===== src/rtl/ahb_apb_bridge_param.sv =====
// AHB-Lite slave to APB master bridge with a parametrised slave count and a PREADY timeout.
// Decode misses, PSLVERR and timeouts all return a two-cycle AHB ERROR response.
module ahb_apb_bridge_param #(
  parameter int unsigned DATA_W     = 32,
  parameter int unsigned ADDR_W     = 5,
  parameter int unsigned SEL_W      = 2,
  parameter int unsigned NUM_SLAVES = 4,
  parameter int unsigned TIMEOUT    = 16
) (
  input  logic                    HCLK,
  input  logic                    RESET,
  input  logic                    HSEL,
  input  logic [ADDR_W+SEL_W-1:0] HADDR,
  input  logic [1:0]              HTRANS,
  input  logic                    HWRITE,
  input  logic                    HREADY,
  input  logic [DATA_W-1:0]       HWDATA,
  output logic                    HREADYOUT,
  output logic                    HRESP,
  output logic [DATA_W-1:0]       HRDATA,
  output logic [NUM_SLAVES-1:0]   PSEL,
  output logic [ADDR_W-1:0]       PADDR,
  output logic                    PENABLE,
  output logic                    PWRITE,
  output logic [DATA_W-1:0]       PWDATA,
  input  logic [DATA_W-1:0]       PRDATA,
  input  logic                    PREADY,
  input  logic                    PSLVERR
);

  localparam int unsigned CNT_W = (TIMEOUT > 0) ? $clog2(TIMEOUT + 1) : 1;

  typedef enum logic [2:0] {
    StIdle,
    StWdata,
    StSetup,
    StAccess,
    StErr1,
    StErr2
  } state_e;

  state_e              r_state;
  state_e              w_state_nxt;
  logic [SEL_W-1:0]    r_idx;
  logic [CNT_W-1:0]    r_cnt;
  logic [ADDR_W-1:0]   r_paddr;
  logic                r_pwrite;
  logic [DATA_W-1:0]   r_pwdata;
  logic [DATA_W-1:0]   r_hrdata;
  logic [SEL_W-1:0]    w_idx_in;
  logic [CNT_W-1:0]    w_cnt_inc;
  logic                w_accept;
  logic                w_miss;
  logic                w_timeout;
  logic                w_sel_active;
  logic                w_unused;

  // Only HTRANS[1] distinguishes NONSEQ/SEQ from IDLE/BUSY.
  assign w_unused  = HTRANS[0];

  assign w_idx_in  = HADDR[ADDR_W+SEL_W-1:ADDR_W];
  assign w_accept  = HSEL & HREADY & HTRANS[1] & ((r_state == StIdle) | (r_state == StErr2));
  assign w_miss    = ({1'b0, w_idx_in} >= (SEL_W + 1)'(NUM_SLAVES));
  assign w_cnt_inc = r_cnt + 1'b1;
  // Fires on the last permitted wait cycle, so ACCESS lasts exactly TIMEOUT cycles.
  assign w_timeout = (TIMEOUT != 0) && !PREADY && (w_cnt_inc == CNT_W'(TIMEOUT));

  assign HRDATA = r_hrdata;
  assign PADDR  = r_paddr;
  assign PWRITE = r_pwrite;
  assign PWDATA = r_pwdata;

  always_ff @(posedge HCLK or posedge RESET) begin
    if (RESET) begin
      r_state <= StIdle;
    end else begin
      r_state <= w_state_nxt;
    end
  end

  always_comb begin
    w_state_nxt  = r_state;
    HREADYOUT    = 1'b1;
    HRESP        = 1'b0;
    PENABLE      = 1'b0;
    w_sel_active = 1'b0;
    unique case (r_state)
      StIdle, StErr2: begin
        HRESP = (r_state == StErr2);
        if (w_accept) begin
          if (w_miss) begin
            w_state_nxt = StErr1;
          end else if (HWRITE) begin
            w_state_nxt = StWdata;
          end else begin
            w_state_nxt = StSetup;
          end
        end else begin
          w_state_nxt = StIdle;
        end
      end
      StWdata: begin
        HREADYOUT   = 1'b0;
        w_state_nxt = StSetup;
      end
      StSetup: begin
        HREADYOUT    = 1'b0;
        w_sel_active = 1'b1;
        w_state_nxt  = StAccess;
      end
      StAccess: begin
        HREADYOUT    = 1'b0;
        w_sel_active = 1'b1;
        PENABLE      = 1'b1;
        if (PREADY) begin
          w_state_nxt = PSLVERR ? StErr1 : StIdle;
        end else if (w_timeout) begin
          w_state_nxt = StErr1;
        end
      end
      StErr1: begin
        HREADYOUT   = 1'b0;
        HRESP       = 1'b1;
        w_state_nxt = StErr2;
      end
      default: begin
        w_state_nxt = StIdle;
      end
    endcase
  end

  always_comb begin
    PSEL = '0;
    if (w_sel_active) begin
      for (int i = 0; i < int'(NUM_SLAVES); i++) begin
        PSEL[i] = (r_idx == SEL_W'(i));
      end
    end
  end

  always_ff @(posedge HCLK or posedge RESET) begin
    if (RESET) begin
      r_idx    <= '0;
      r_cnt    <= '0;
      r_paddr  <= '0;
      r_pwrite <= 1'b0;
      r_pwdata <= '0;
      r_hrdata <= '0;
    end else begin
      if (w_accept) begin
        r_idx    <= w_idx_in;
        r_paddr  <= HADDR[ADDR_W-1:0];
        r_pwrite <= HWRITE;
      end
      if (r_state == StWdata) begin
        r_pwdata <= HWDATA;
      end
      if (w_state_nxt == StSetup) begin
        r_cnt <= '0;
      end else if ((r_state == StAccess) && !PREADY) begin
        r_cnt <= w_cnt_inc;
      end
      if ((r_state == StAccess) && PREADY && !PSLVERR && !r_pwrite) begin
        r_hrdata <= PRDATA;
      end
    end
  end

endmodule

===== config.mk =====
export PLATFORM = sky130hd
export DESIGN_NAME = ahb_apb_bridge_param
export DESIGN_NICKNAME = d
export VERILOG_FILES = /design/src/rtl/ahb_apb_bridge_param.sv
export SDC_FILE = /design/constraint.sdc
export NUM_CORES = 1
export LEC_CHECK = 0
export ABC_AREA = 1
export CAP_MARGIN = 5
export CORE_MARGIN = 8
export CORE_UTILIZATION = 54
export DETAILED_ROUTE_END_ITERATION = 10
export DONT_BUFFER_PORTS = 1
export PLACE_DENSITY_LB_ADDON = 0.05
export SYNTH_ARGS = -nofsm -noshare
export SYNTH_HDL_FRONTEND = slang
export SYNTH_SLANG_ARGS = --single-unit
export TNS_END_PERCENT = 1

===== constraint.sdc =====
create_clock -name HCLK -period 3.3 [get_ports HCLK]
set_clock_uncertainty 0.1 [all_clocks]
set_input_delay 0.495 -clock HCLK [delete_from_list [all_inputs] [get_ports HCLK]]
set_output_delay 0.495 -clock HCLK [all_outputs]
set_load 0.01 [all_outputs]

==> results of run 1 <==
==> cells in the final DEF, fill, tap and decap left out, types with 4 or more instances in the layout <==
cell,Yosys,layout
mux2_1,16,16
clkbuf_8,0,10
nor2_1,7,6
dfrtp_1,80,80
o21ai_0,4,4
nor3_1,5,5
nand3_1,38,38
mux2_4,5,5
mux2_2,16,16
inv_1,20,19
nand2_1,94,94
==> power groups by stage <==
| stage | logic, mW | clock network, mW | registers (mW) |
|---|---|---|---|
| floorplan | 0.866 | 0 | 1.92 |
| global route | 1.09 | 0.918 | 2.10 |
| CTS | 0.966 | 0.878 | 2.06 |
| global placement | 0.930 | 0 | 2.06 |
| finish | 0.946 | 0.853 | 2.03 |
| detailed placement | 0.964 | 0 | 2.07 |
==> registers in the layout, summed over array words and instances, names as in the netlist <==
name	count
HRDATA	32
PADDR	5
r_cnt	5
r_idx	2
r_state	3
PWRITE	1
PWDATA	32
==> final cells by class <==
class,count,area share
tap,77,0.0260
clock buffer,10,0.0372
timing repair buffer,2,0.00744
clock inverter,5,0.0281
sequential,80,0.541
inverter,24,0.0247
multi-input combinational,205,0.336
==> metal layers <==
| layer | share of wire | GRT usage | up-vias |
|---|---|---|---|
| met5 | 0 | 0 | - |
| met4 | 0.0095 | 0.0743 | 0 |
| met3 | 0.10 | 0.0468 | 6 |
| met2 | 0.51 | 0.289 | 84 |
| met1 | 0.37 | 0.190 | 1062 |
| li1 | - | - | 1037 |
==> cell families after synthesis <==
family	after synthesis
DFF	80
xor gates and xnor gates	1
muxes	37
buffers and inverters	36
AOI/OAI and AO/OA	7
and+or+nand+nor	158
adders and majority gates	2
==> worst min-delay path by stage <==
stage | end | slack (ns) | depth (start not counted)
6_report | PWDATA[26] | 0.03 | 1
5_1_grt | PWDATA[24] | 0.07 | 1
4_1_cts | PWDATA[24] | 0.04 | 1
3_5_place_dp | PWDATA[24] | 0.41 | 1
3_3_place_gp | PWDATA[24] | 0.42 | 1
2_1_floorplan | HRDATA[0] | 0.41 | 2
==> worst reg2reg max path, delay by kind of cell, from the launching register on <==
kind | cells | cell delay, ns
flip-flops | 1 | 0.45
AND/OR/NAND/NOR | 6 | 1.41
==> through the flow <==
step,std cells,hold WS [ns],util,cell area [um^2]
final,403,0.0258,0.593,3700
after global routing,403,0.0707,0.593,3700
after CTS,403,0.0380,0.593,3700
after detailed placement,388,0.412,0.554,3460
after global placement,388,0.416,0.554,3460
after floorplan,321,0.406,-,3430
==> results.cfg, run 1 <==
[die]
die_h_um = 95.7
start_util = 0.550
io_pins = 157
die-width_um = 95.7
core_area_um2 = 6240
num_rows = 29
die_area_um2 = 9170

[timing]
period_share = 0.686
rsz0062_at_grt = false
tns_ns = 0
min_period_ns = 2.26
setup_viol = 0
worst_pin_slew_ns = 0.711
layout_setup_ws_ns = 1.04
max_slew_margin = 0.526
drv_slew = 0
hold_violations = 0
fmax_mhz = 442

[clock_tree]
cts-resized-gates = 0
htreeDepth = 3
cts-root-buf = clkbuf_8
cts_made_buffers = 9
cts_tree = done
post-cts-setup-buffers = 0
cts.sink_count = 80
clk_path_buf_depth = 2
cts_hold_buf = 0
insertion_delay_ns = 0.33
clkTransAtPathRegs_ns = 0.08

[power]
intPower_mw = 2.40
p_leak_nw = 1.89
power_density_nw_per_um2 = 1040
clkPwrFrac = 0.223
totalPowerFinal_mw = 3.83
p_sw_frac = 0.374
power_switching_mw = 1.43
seqPwrFrac = 0.530
irDropWorstVdd_uv = 516
pwr-share-comb = 0.247

[logic_synthesis]
syn-cell-area_um2 = 3430
synthAdderAreaFrac = 0.00729
synth_top_area_share = 0.583
synthTopCellsByArea = dfrtp_1, nand2_1, nand3_1, mux2_1, mux2_2
synth_compound_area_frac = 0.0102
synth_xor_area_frac = 0.00255
synth-async-reset-ratio = 1.00
synthFlopType = dfrtp_1
yosys.area.top_type = dfrtp_1
yosys.cell_types.count = 26
ys_ff_latch = 80
yosys-top-cells-count = nand2_1, dfrtp_1, nand3_1, inv_1
synthSimpleGateAreaFrac = 0.214
synth_edf_count = 0
yosysMostFrequentCell = nand2_1
netlist_instances = 321
muxShareOfSynthArea = 0.127
ys_warn_count = 0
syn_nets = 403
postSynthAreaPerCell_um2 = 10.7
synth_top_family_by_area = simple AND/OR/NAND/NOR gates
seq_area_frac_synth = 0.583

[worst_setup_path]
slowest_delay_ns = 0.48
crit_chain = nand3_4 > nand2_1 > nor3_1
required_ns = 2.70
critPathCaptureType = primary output
worst-path-buf-inv = 0
crit_arrival_ns = 1.67
timing.reg2reg.setup_slack_ns = 1.23
startpoint_type = register
worstRegToRegCells = 6
startpoint = r_state[0]
critPathKind = reg2out
path_depth = 3
r2r_start = r_state[2]
critPathMaxFanout = 33
cp_slowest_cell = dfrtp_1
crit_end = HREADYOUT
reg2reg_to = HRDATA[30]
cp_top_family = simple AND/OR/NAND/NOR gates

[route]
viasPerCell = 5.43
wl_per_cell_um = 18.8
drt-pass1-iter-count = 4
wl_um = 7570
drt_iter0_markers = 88
drc_errors = 0
ant_nets = 0
vias = 2189

[finish]
multi_input_area_um2 = 1240
seqCellArea_um2 = 2000
fillCellCount = 543
drive_gt1_frac = 0.166
syn2layout_area_growth_pct = 7.80
fin_nets = 404
antennaDiodeCount = 0

[placed_design]
place_congestion = 0.749
dp_slack_ns = 1.25
dp_hpwl_um = 5650
port_buffers = 0

[grt]
overflow = 0
grt_pass1_vias = 2413
grt_pass1_wl_um = 11900
grt_max_degree = 43
antenna_found_initial = 0
groute.usage.overall = 0.167

[job]
max_cap_viol_count = 0

[min_path]
hold_class = in2async

[status]
status = finished, final reports clean
No activity file was read; power rests on OpenSTA's default activity.
==> inputs of run 2 (changes only) <==
- clock period: 3.3 -> 2.12 ns (I/O delays scaled with it)
==> run 2 against run 1 <==
Effect of this change: sequential share of layout area shrank 2.8 points; setup slack lost 0.82 ns; final area rose by 5.5%; clock power increased by 22%; power up 50%; die area unchanged; hold slack got worse by 0.012 ns; largest cell class unchanged; largest power group unchanged; highest routed layer unchanged.
==> results.cfg, run 2 (same netlist as run 1, synthesis figures left out) <==
[finish]
mostFrequentLayoutCell = nand2_1
drive_gt1_frac = 0.164
fin_nets = 430
syn2layout_area_growth_pct = 13.7
fillCellCount = 504
seqCellArea_um2 = 2000
multi_input_area_um2 = 1240
final_cells = 430
antennaDiodeCount = 0
mostFrequentLayoutCells = nand2_1, dfrtp_1, nand3_1

[route]
ant_nets = 0
vias = 2303
drc_errors = 0
drt_iter0_markers = 95
drt-pass1-iter-count = 4
wl_per_cell_um = 18.2
wl_um = 7820
viasPerCell = 5.36

[die]
die-width_um = 95.7
start_util = 0.550
io_pins = 157
die_area_um2 = 9170
num_rows = 29
core_area_um2 = 6240
die_h_um = 95.7

[timing]
rsz0062_at_grt = false
tns_ns = 0
min_period_ns = 1.90
hold_violations = 0
drv_slew = 0
worst_pin_slew_ns = 0.621
whs_ns = 0.0137
period_share = 0.896
setup_viol = 0
fmax_mhz = 527
max_slew_margin = 0.584

[grt]
groute.usage.overall = 0.168
grt_pass1_wl_um = 11900
grt_pass1_vias = 2359
grt_max_degree = 60
overflow = 0
antenna_found_initial = 0

[worst_setup_path]
required_ns = 1.70
critPathCaptureType = primary output
crit_arrival_ns = 1.48
reg2reg_to = HRDATA[31]
crit_end = HREADYOUT
worstRegToRegCells = 6
slowest_delay_ns = 0.40
startpoint_type = register
critPathKind = reg2out
cp_slowest_cell = dfrtp_1
crit_chain = inv_2 > nor2_4 > nand2_4 > inv_1 > nor3_1
timing.reg2reg.setup_slack_ns = 0.47
critPathMaxFanout = 4
r2r_start = r_state[2]
startpoint = r_state[1]

[clock_tree]
cts.sink_count = 80
cts-resized-gates = 0
cts_tree = done
cts-root-buf = clkbuf_8
clkTransAtPathRegs_ns = 0.08
insertion_delay_ns = 0.33
cts_made_buffers = 9
clk_path_buf_depth = 2
htreeDepth = 3

[placed_design]
placed_cells = 391
place_congestion = 0.793
port_buffers = 0
dp_hpwl_um = 5640

[min_path]
min_path_cells = 2
hold_class = in2reg

[status]
status = finished, final reports clean

[power]
p_leak_nw = 1.97
totalPowerFinal_mw = 5.74
power_density_nw_per_um2 = 1470
irDropWorstVdd_uv = 854

[job]
max_cap_viol_count = 0
## run 2: changes by cell type in the layout (fill, tap and decap cells not counted), sizes merged
cell / before / now
clkbuf: 10 / 11
clkinvlp: 0 / 2
dlygate4sd3: 0 / 23
buf: 2 / 5
bufinv: 3 / 0
clkinv: 3 / 4
## run 2: area by class of cell
cell class                      instances  area share
Clock inverter                          5     0.00993
Clock buffer                           11      0.0388
Multi-Input combinational cell        205       0.318
Sequential cell                        80       0.513
Timing Repair Buffer                   28      0.0718
Tap cell                               77      0.0247
Inverter                               24      0.0240
## run 2: how the worst min path moves through the flow
stage / startpoint / end / slack, ns
floorplan: PSLVERR / r_state[2] / 0.34
global placement: RESET / PWDATA[24] / 0.14
detailed placement: RESET / PWDATA[24] / 0.14
CTS: HWDATA[4] / PWDATA[4] / 0.0001
global route: HWDATA[3] / PWDATA[3] / 0.002
finish: PRDATA[14] / HRDATA[14] / 0.01
## run 2: critical path: cells and delay by family, from the launching register on
family	cells	cell delay, ns
and+or+nand+nor	3	0.53
DFF	1	0.40
buffers and inverters	2	0.22
## run 2: per-stage QoR
stage          cell area (um^2)   util  setup WS [ns]
2_1_floorplan              3440      -          0.662
3_3_place_gp               3480  0.558          0.502
3_5_place_dp               3480  0.558          0.485
4_1_cts                    3850  0.618          0.195
5_1_grt                    3910  0.626          0.134
6_report                   3910  0.626          0.221
## run 2: power by group
part / internal [mW] / switching, mW
logic: 0.706 / 0.837
clock network: 0.495 / 0.546
registers: 2.26 / 0.896
## run 2: what timing repair did
action                                  4_1_cts  5_1_grt
hold buffers                                 18        5
setup buffers                                 0        0
hold endpoints to repair                     38        5
endpoints found under the setup margin        0        0
## run 2: per-layer routing
metal | track usage | part of all wire | wire (um)
met4 | 0.0768 | 0.015 | 117
met1 | 0.202 | 0.38 | 3000
met3 | 0.0507 | 0.10 | 805
met5 | 0 | 0 | 0
met2 | 0.273 | 0.50 | 3890
